### config.mk
export PLATFORM = sky130hd
export DESIGN_NAME = if_fetch_stage
export DESIGN_NICKNAME = d
export VERILOG_FILES = /design/src/rtl/if_fetch_stage.sv
export SDC_FILE = /design/constraint.sdc
export NUM_CORES = 1
export LEC_CHECK = 0
export CAP_MARGIN = 40
export CORE_MARGIN = 2
export CORE_UTILIZATION = 26
export CTS_CLUSTER_SIZE = 8
export DETAILED_ROUTE_END_ITERATION = 16
export PLACE_DENSITY = 0.44
export SYNTH_ARGS = -nofsm -noshare
export SYNTH_HDL_FRONTEND = slang
export SYNTH_SLANG_ARGS = --single-unit
### constraint.sdc
create_clock -name clk -period 6.6 [get_ports clk]
set_input_delay 1.98 -clock clk [delete_from_list [all_inputs] [get_ports clk]]
set_output_delay 1.98 -clock clk [all_outputs]
set_load 0.01 [all_outputs]
### src/rtl/if_fetch_stage.sv
// rtl/if_fetch_stage.sv - instruction fetch stage with PC, imem request/response port and IF/ID register
//
// Owns the fetch PC and keeps at most one instruction-memory request in flight.
// It feeds the IF/ID register, inserts bubbles when no word is ready, holds the
// register while decode stalls, and squashes in-flight fetches on an EX redirect.
//
// Optional build macro IF_PREFETCH_EN: the single HOLD slot is replaced by a
// 2-entry {IR, PC} FIFO, so fetching continues while decode is stalled.
//
// Ports:
//   clk, rst            clock, synchronous active-high reset
//   id_stall            decode stall; IF/ID holds while high (unless redirected)
//   ex_take_branch      redirect request from EX, highest priority
//   ex_target_pc        redirect target (low two bits ignored)
//   imem_req_valid/ready/addr   fetch request handshake, word-aligned address
//   imem_rsp_valid/data         fetch response
//   if_id_IR/PC/valid_inst      IF/ID pipeline register
//   if_pc_out           current fetch PC (debug)
module if_fetch_stage #(
    parameter logic [31:0] RESET_PC = 32'h0000_0000,
    parameter logic [31:0] NOP_INST = 32'h0000_0013
) (
    input  logic        clk,
    input  logic        rst,
    input  logic        id_stall,
    input  logic        ex_take_branch,
    input  logic [31:0] ex_target_pc,
    output logic        imem_req_valid,
    output logic [31:0] imem_req_addr,
    input  logic        imem_req_ready,
    input  logic        imem_rsp_valid,
    input  logic [31:0] imem_rsp_data,
    output logic [31:0] if_id_IR,
    output logic [31:0] if_id_PC,
    output logic        if_id_valid_inst,
    output logic [31:0] if_pc_out
);

    typedef enum logic [1:0] {
        FETCH = 2'd0,
        WAIT  = 2'd1,
        HOLD  = 2'd2
    } state_e;

    state_e      state_q, state_d;
    logic [31:0] pc_q, pc_d;
    logic [31:0] req_pc_q, req_pc_d;
    logic        squash_q, squash_d;
    logic [31:0] if_id_ir_q, if_id_ir_d;
    logic [31:0] if_id_pc_q, if_id_pc_d;
    logic        if_id_valid_q, if_id_valid_d;

`ifdef IF_PREFETCH_EN
    logic [31:0] fifo_ir_q [2];
    logic [31:0] fifo_ir_d [2];
    logic [31:0] fifo_pc_q [2];
    logic [31:0] fifo_pc_d [2];
    logic        fifo_rd_q, fifo_rd_d;
    logic [1:0]  fifo_cnt_q, fifo_cnt_d;
    logic        fifo_wr_idx;
    logic        push;
    logic        pop;
`else
    logic [31:0] hold_ir_q, hold_ir_d;
    logic [31:0] hold_pc_q, hold_pc_d;
`endif

    logic [31:0] redirect_pc;
    logic        req_fire;

    assign redirect_pc = {ex_target_pc[31:2], 2'b00};

`ifdef IF_PREFETCH_EN
    // In FETCH nothing is outstanding, so a free FIFO slot is all that is needed
    // to keep the outstanding request counted as an occupied slot.
    assign imem_req_valid = (state_q == FETCH) & ~ex_take_branch & (fifo_cnt_q != 2'd2);
`else
    assign imem_req_valid = (state_q == FETCH) & ~ex_take_branch;
`endif
    assign imem_req_addr    = {pc_q[31:2], 2'b00};
    assign req_fire         = imem_req_valid & imem_req_ready;
    assign if_id_IR         = if_id_ir_q;
    assign if_id_PC         = if_id_pc_q;
    assign if_id_valid_inst = if_id_valid_q;
    assign if_pc_out        = pc_q;

    always_comb begin
        state_d       = state_q;
        pc_d          = pc_q;
        req_pc_d      = req_pc_q;
        squash_d      = squash_q;
        if_id_ir_d    = if_id_ir_q;
        if_id_pc_d    = if_id_pc_q;
        if_id_valid_d = if_id_valid_q;
`ifdef IF_PREFETCH_EN
        fifo_ir_d   = fifo_ir_q;
        fifo_pc_d   = fifo_pc_q;
        fifo_rd_d   = fifo_rd_q;
        fifo_cnt_d  = fifo_cnt_q;
        fifo_wr_idx = fifo_rd_q ^ fifo_cnt_q[0];
        push        = 1'b0;
        pop         = 1'b0;
`else
        hold_ir_d = hold_ir_q;
        hold_pc_d = hold_pc_q;
`endif

        // Unstalled with nothing to deliver: bubble, PC field left alone.
        if (!id_stall) begin
            if_id_ir_d    = NOP_INST;
            if_id_valid_d = 1'b0;
        end

        if (ex_take_branch) begin
            pc_d          = redirect_pc;
            if_id_ir_d    = NOP_INST;
            if_id_valid_d = 1'b0;
            // A request still in flight must have its response dropped later;
            // a response arriving right now is simply ignored.
            if ((state_q == WAIT) && !imem_rsp_valid) begin
                squash_d = 1'b1;
            end else begin
                state_d  = FETCH;
                squash_d = 1'b0;
            end
`ifdef IF_PREFETCH_EN
            fifo_cnt_d = 2'd0;
`endif
        end else begin
            case (state_q)
                FETCH: begin
                    if (req_fire) begin
                        req_pc_d = pc_q;
                        state_d  = WAIT;
                    end
                end
                WAIT: begin
                    if (imem_rsp_valid) begin
                        state_d  = FETCH;
                        squash_d = 1'b0;
                        if (!squash_q) begin
`ifdef IF_PREFETCH_EN
                            pc_d = req_pc_q + 32'd4;
                            push = 1'b1;
`else
                            if (!id_stall) begin
                                if_id_ir_d    = imem_rsp_data;
                                if_id_pc_d    = req_pc_q;
                                if_id_valid_d = 1'b1;
                                pc_d          = req_pc_q + 32'd4;
                            end else begin
                                hold_ir_d = imem_rsp_data;
                                hold_pc_d = req_pc_q;
                                state_d   = HOLD;
                            end
`endif
                        end
                    end
                end
`ifndef IF_PREFETCH_EN
                HOLD: begin
                    if (!id_stall) begin
                        if_id_ir_d    = hold_ir_q;
                        if_id_pc_d    = hold_pc_q;
                        if_id_valid_d = 1'b1;
                        pc_d          = hold_pc_q + 32'd4;
                        state_d       = FETCH;
                    end
                end
`endif
                default: state_d = FETCH;
            endcase

`ifdef IF_PREFETCH_EN
            // Oldest word first; with an empty FIFO the response bypasses it
            // so the unstalled path keeps its 2-cycle cadence.
            if (!id_stall) begin
                if (fifo_cnt_q != 2'd0) begin
                    if_id_ir_d    = fifo_ir_q[fifo_rd_q];
                    if_id_pc_d    = fifo_pc_q[fifo_rd_q];
                    if_id_valid_d = 1'b1;
                    pop           = 1'b1;
                end else if (push) begin
                    if_id_ir_d    = imem_rsp_data;
                    if_id_pc_d    = req_pc_q;
                    if_id_valid_d = 1'b1;
                    push          = 1'b0;
                end
            end
            if (push) begin
                fifo_ir_d[fifo_wr_idx] = imem_rsp_data;
                fifo_pc_d[fifo_wr_idx] = req_pc_q;
            end
            fifo_rd_d  = fifo_rd_q ^ pop;
            fifo_cnt_d = fifo_cnt_q + {1'b0, push} - {1'b0, pop};
`endif
        end
    end

    always_ff @(posedge clk) begin
        if (rst) begin
            state_q       <= FETCH;
            pc_q          <= RESET_PC;
            req_pc_q      <= 32'd0;
            squash_q      <= 1'b0;
            if_id_ir_q    <= NOP_INST;
            if_id_pc_q    <= 32'd0;
            if_id_valid_q <= 1'b0;
`ifdef IF_PREFETCH_EN
            fifo_ir_q  <= '{default: 32'd0};
            fifo_pc_q  <= '{default: 32'd0};
            fifo_rd_q  <= 1'b0;
            fifo_cnt_q <= 2'd0;
`else
            hold_ir_q <= 32'd0;
            hold_pc_q <= 32'd0;
`endif
        end else begin
            state_q       <= state_d;
            pc_q          <= pc_d;
            req_pc_q      <= req_pc_d;
            squash_q      <= squash_d;
            if_id_ir_q    <= if_id_ir_d;
            if_id_pc_q    <= if_id_pc_d;
            if_id_valid_q <= if_id_valid_d;
`ifdef IF_PREFETCH_EN
            fifo_ir_q  <= fifo_ir_d;
            fifo_pc_q  <= fifo_pc_d;
            fifo_rd_q  <= fifo_rd_d;
            fifo_cnt_q <= fifo_cnt_d;
`else
            hold_ir_q <= hold_ir_d;
            hold_pc_q <= hold_pc_d;
`endif
        end
    end

endmodule
==> summary.txt <==
Setup path
  • Worst path required time: 4.62 ns
  • Crit Path Class: in -> out
  • CP cell instances: buf_2 > inv_1 > nand2_1 > inv_1 > clkdlybuf4s50_1
  • Top Family by Delay on Critical Path: buffers and inverters
  • CP Launch Type: input pin
  • Worst Setup End Kind: primary output
  • Critical path data arrival time: 2.98 ns
  • Max incr delay on CP: 0.59 ns
  • Cell mode on critical path: inv_1
  • Slowest cell on crit path: clkdlybuf4s50_1
  • Crit path max fanout: 3
  • Crit path buf inv count: 4

Placement
  • DP Area: 11000 um2
  • Port buffer count: 195
  • GPL Wtd Cong: around 0.76
  • Hpwl dp: 19.4 mm

Cells and area
  • Area growth syn-to-layout: 30.0%
  • Commonest cells after routing, fill and taps aside: nand2_1, dfxtp_1, clkdlybuf4s50_1, a21oi_1, nor2_1
  • Leading cell type in the layout, fill and taps excluded: nand2_1
  • Final Cell Area: 11600 um2
  • Antenna diodes: 0
  • Final nets: approximately 1.3k
  • Layout cell share with drive strength beyond 1: 0.0538

Synth
  • Yosys top cell by area: dfxtp_1
  • Post-synthesis async set-or-reset flop share: 0
  • Synth Instances: about 1.1k
  • Synth cell types: 56
  • Synth Area in XOR/XNOR: 0.0216
  • Ranking of synthesized cells by area: dfxtp_1, nand2_1, a21oi_1, nor2_1, mux2i_1
  • Simple-gate share of the synthesized area: 0.219
  • Top cell type's share of synthesized area: 0.441
  • Syn avg cell area: 7.86 um2
  • Register area share after synthesis: 0.441
  • Synth Register Bits: approximately 200
  • Most used DFF post-synth: dfxtp_1
  • Largest family of logic cells by synthesized area: simple AND/OR/NAND/NOR gates
  • Mux share of post-synthesis cell area: 0.0374
  • Mapped cell area: ~8900 um2
  • Synth Area in Adders: 0.00562
  • EDFF count, synth: 0
  • Compound-Gate Fraction of Synth Area: 0.203
  • Warnings, synthesis: 0

GRT
  • M3 GR Usage: 0.0337
  • Most Used Layer, Global Route: met2
  • Grt met1 use: 0.232
  • Total congestion overflow: 0
  • Grt met2 use: 0.262
  • Largest net degree at the start of global routing: 69
  • GRT Util Overall: 0.166
  • Vias in the first global route: 7852
  • Initial antenna violation count: 1
  • Global-route wire length before repair: 46.3 mm

Clock tree
  • Max Root-Sink Buffers: 2
  • Hold buffer count at CTS: 0
  • Root Driver: clkbuf_16
  • H-tree Lvls: 4
  • # resized after CTS: 0
  • Clock sink total: 196
  • CTS tree: done
  • Post-CTS Repair Setup Buffers: 0
  • Clock Latency Late Sink: 0.44 ns
  • TritonCTS Buffers: 17
  • Clock-pin transition on the worst setup and hold timing paths: about 0.070 ns

Route
  • Drt pass-1 iters: 7
  • Vias per std cell: about 4.8
  • WL/cell: 17.4 um
  • Antenna Nets Post-Route: 0
  • Detailed Route Iter0 Violations: 469
  • WL final: around 30 mm
  • DRC Markers: 0
  • Via count: 8143

Pwr
  • Internal Pwr Total: 1.86 mW
  • Static leakage: 3.64 nW
  • Clock share of power: 0.406
  • Switching Share: 0.252
  • Comb pwr share: 0.099
  • Sequential share of power: 0.495
  • Worst VDD drop: between 0.15 and 0.2 mV
  • Power density over cell area: 215 nW/um2
  • Psw: 628 uW

Die
  • Die W: 189 um
  • Cell row count: 67
  • Core area: 33600 um2
  • Die Height: around 190 um
  • # IOs: 200
  • Initial Util: 0.265
  • Die ar.: 35700 um2

STA
  • Fin Setup TNS: 0 ns
  • Min cycle time layout: roughly 5.0 ns
  • Worst Tran Pin Value: 0.836 ns
  • Slew Limit Fails: 0
  • Period utilization: 0.752
  • Final Hold Viols: 0
  • # setup viols final: 0
  • FMAX: 0.202 GHz
  • RSZ-0062 raised after global routing: no
  • Worst slew margin: 0.442
  • Clock Skew: 0.0112 ns

Min path
  • Worst hold path type: reg -> reg

Run
  • Max-Cap Viols: 0

Outcome
  • Outcome: finished clean
[final timing paths]
| kind | start | endpoint | slack, ns | cells after the start |
|---|---|---|---|---|
| worst min-delay path | hold_ir_q[18] | hold_ir_q[18] | 0.46 | 2 |
| worst max-delay path | ex_take_branch | imem_req_valid | 1.64 | 5 |
| worst min register to register | hold_ir_q[18] | hold_ir_q[18] | 0.46 | 2 |
| worst max register to register | state_q[0] | if_pc_out[31] | 2.87 | 9 |
[state kept, by name, indices dropped and copies added (netlist names)]
| name | flops |
|---|---|
| squash_q | 1 |
| if_id_PC | 32 |
| state_q | 2 |
| req_pc_q | 32 |
| if_id_valid_inst | 1 |
| if_id_IR | 32 |
| if_pc_out | 32 |
| hold_ir_q | 32 |
| hold_pc_q | 32 |
[kinds of logic after synthesis]
| logic type | count (synthesis) |
|---|---|
| simple gates | 450 |
| compound gates | 298 |
| flops | 196 |
| buf+inv | 129 |
| mux | 33 |
| xor+xnor | 22 |
| fa+ha+maj | 4 |
| other cells | 1 |
[per-layer routing]
metal	wire length (um)	vias up	part of all wire
li1	-	4078	-
met1	14400	3852	0.49
met2	13500	195	0.46
met3	1500	16	0.050
met4	250	2	0.0084
met5	13	-	0.00044
[cell usage after synthesis, types with 6 or more instances]
library cell / n
xnor2_1: 9
nand2_1: 256
dfxtp_1: 196
nand3_1: 18
nor2_1: 113
nand4_1: 8
inv_1: 13
a21oi_1: 160
a22oi_1: 30
buf_4: 34
nand3b_1: 7
mux2i_1: 31
buf_2: 12
a221oi_1: 6
o22ai_1: 6
and3_1: 14
o21ai_0: 34
a211oi_1: 33
xor2_1: 13
clkbuf_1: 64
[metrics by stage]
stage	hold WS [ns]	utilization	total power, mW	setup WS (ns)	std cells
floorplan	0.433	-	1.37	2.08	1134
global placement	0.440	0.326	1.50	1.64	1678
detailed placement	0.446	0.328	1.51	1.64	1680
CTS	0.456	0.344	2.53	1.63	1711
global route	0.475	0.344	2.60	1.55	1711
finish	0.455	0.344	2.49	1.64	1711
[final cells by class]
cell class                      instances  area (um2)
Multi-Input combinational cell        809        4370
Clock buffer                           23         468
Inverter                               13        48.8
Tap cell                              448         561
Timing Repair Buffer                  214        2120
Clock inverter                          8        78.8
Sequential cell                       196        3920
Fill cell                            3497       22000
[worst min-delay path, cell delays in order, from the launching register on]
cell,delay (ns)
dfxtp_1,0.31
nand2_1,0.05
a21oi_1,0.05
[power groups by stage]
| stage | Clock [mW] | Combinational, mW | Sequential, mW |
|---|---|---|---|
| final | 1.01 | 0.246 | 1.23 |
| after global routing | 1.10 | 0.268 | 1.23 |
| after CTS | 1.05 | 0.249 | 1.23 |
| after detailed placement | 0 | 0.248 | 1.26 |
| after global placement | 0 | 0.246 | 1.26 |
| after floorplan | 0 | 0.118 | 1.26 |
Power figures use the tool's default switching activity.
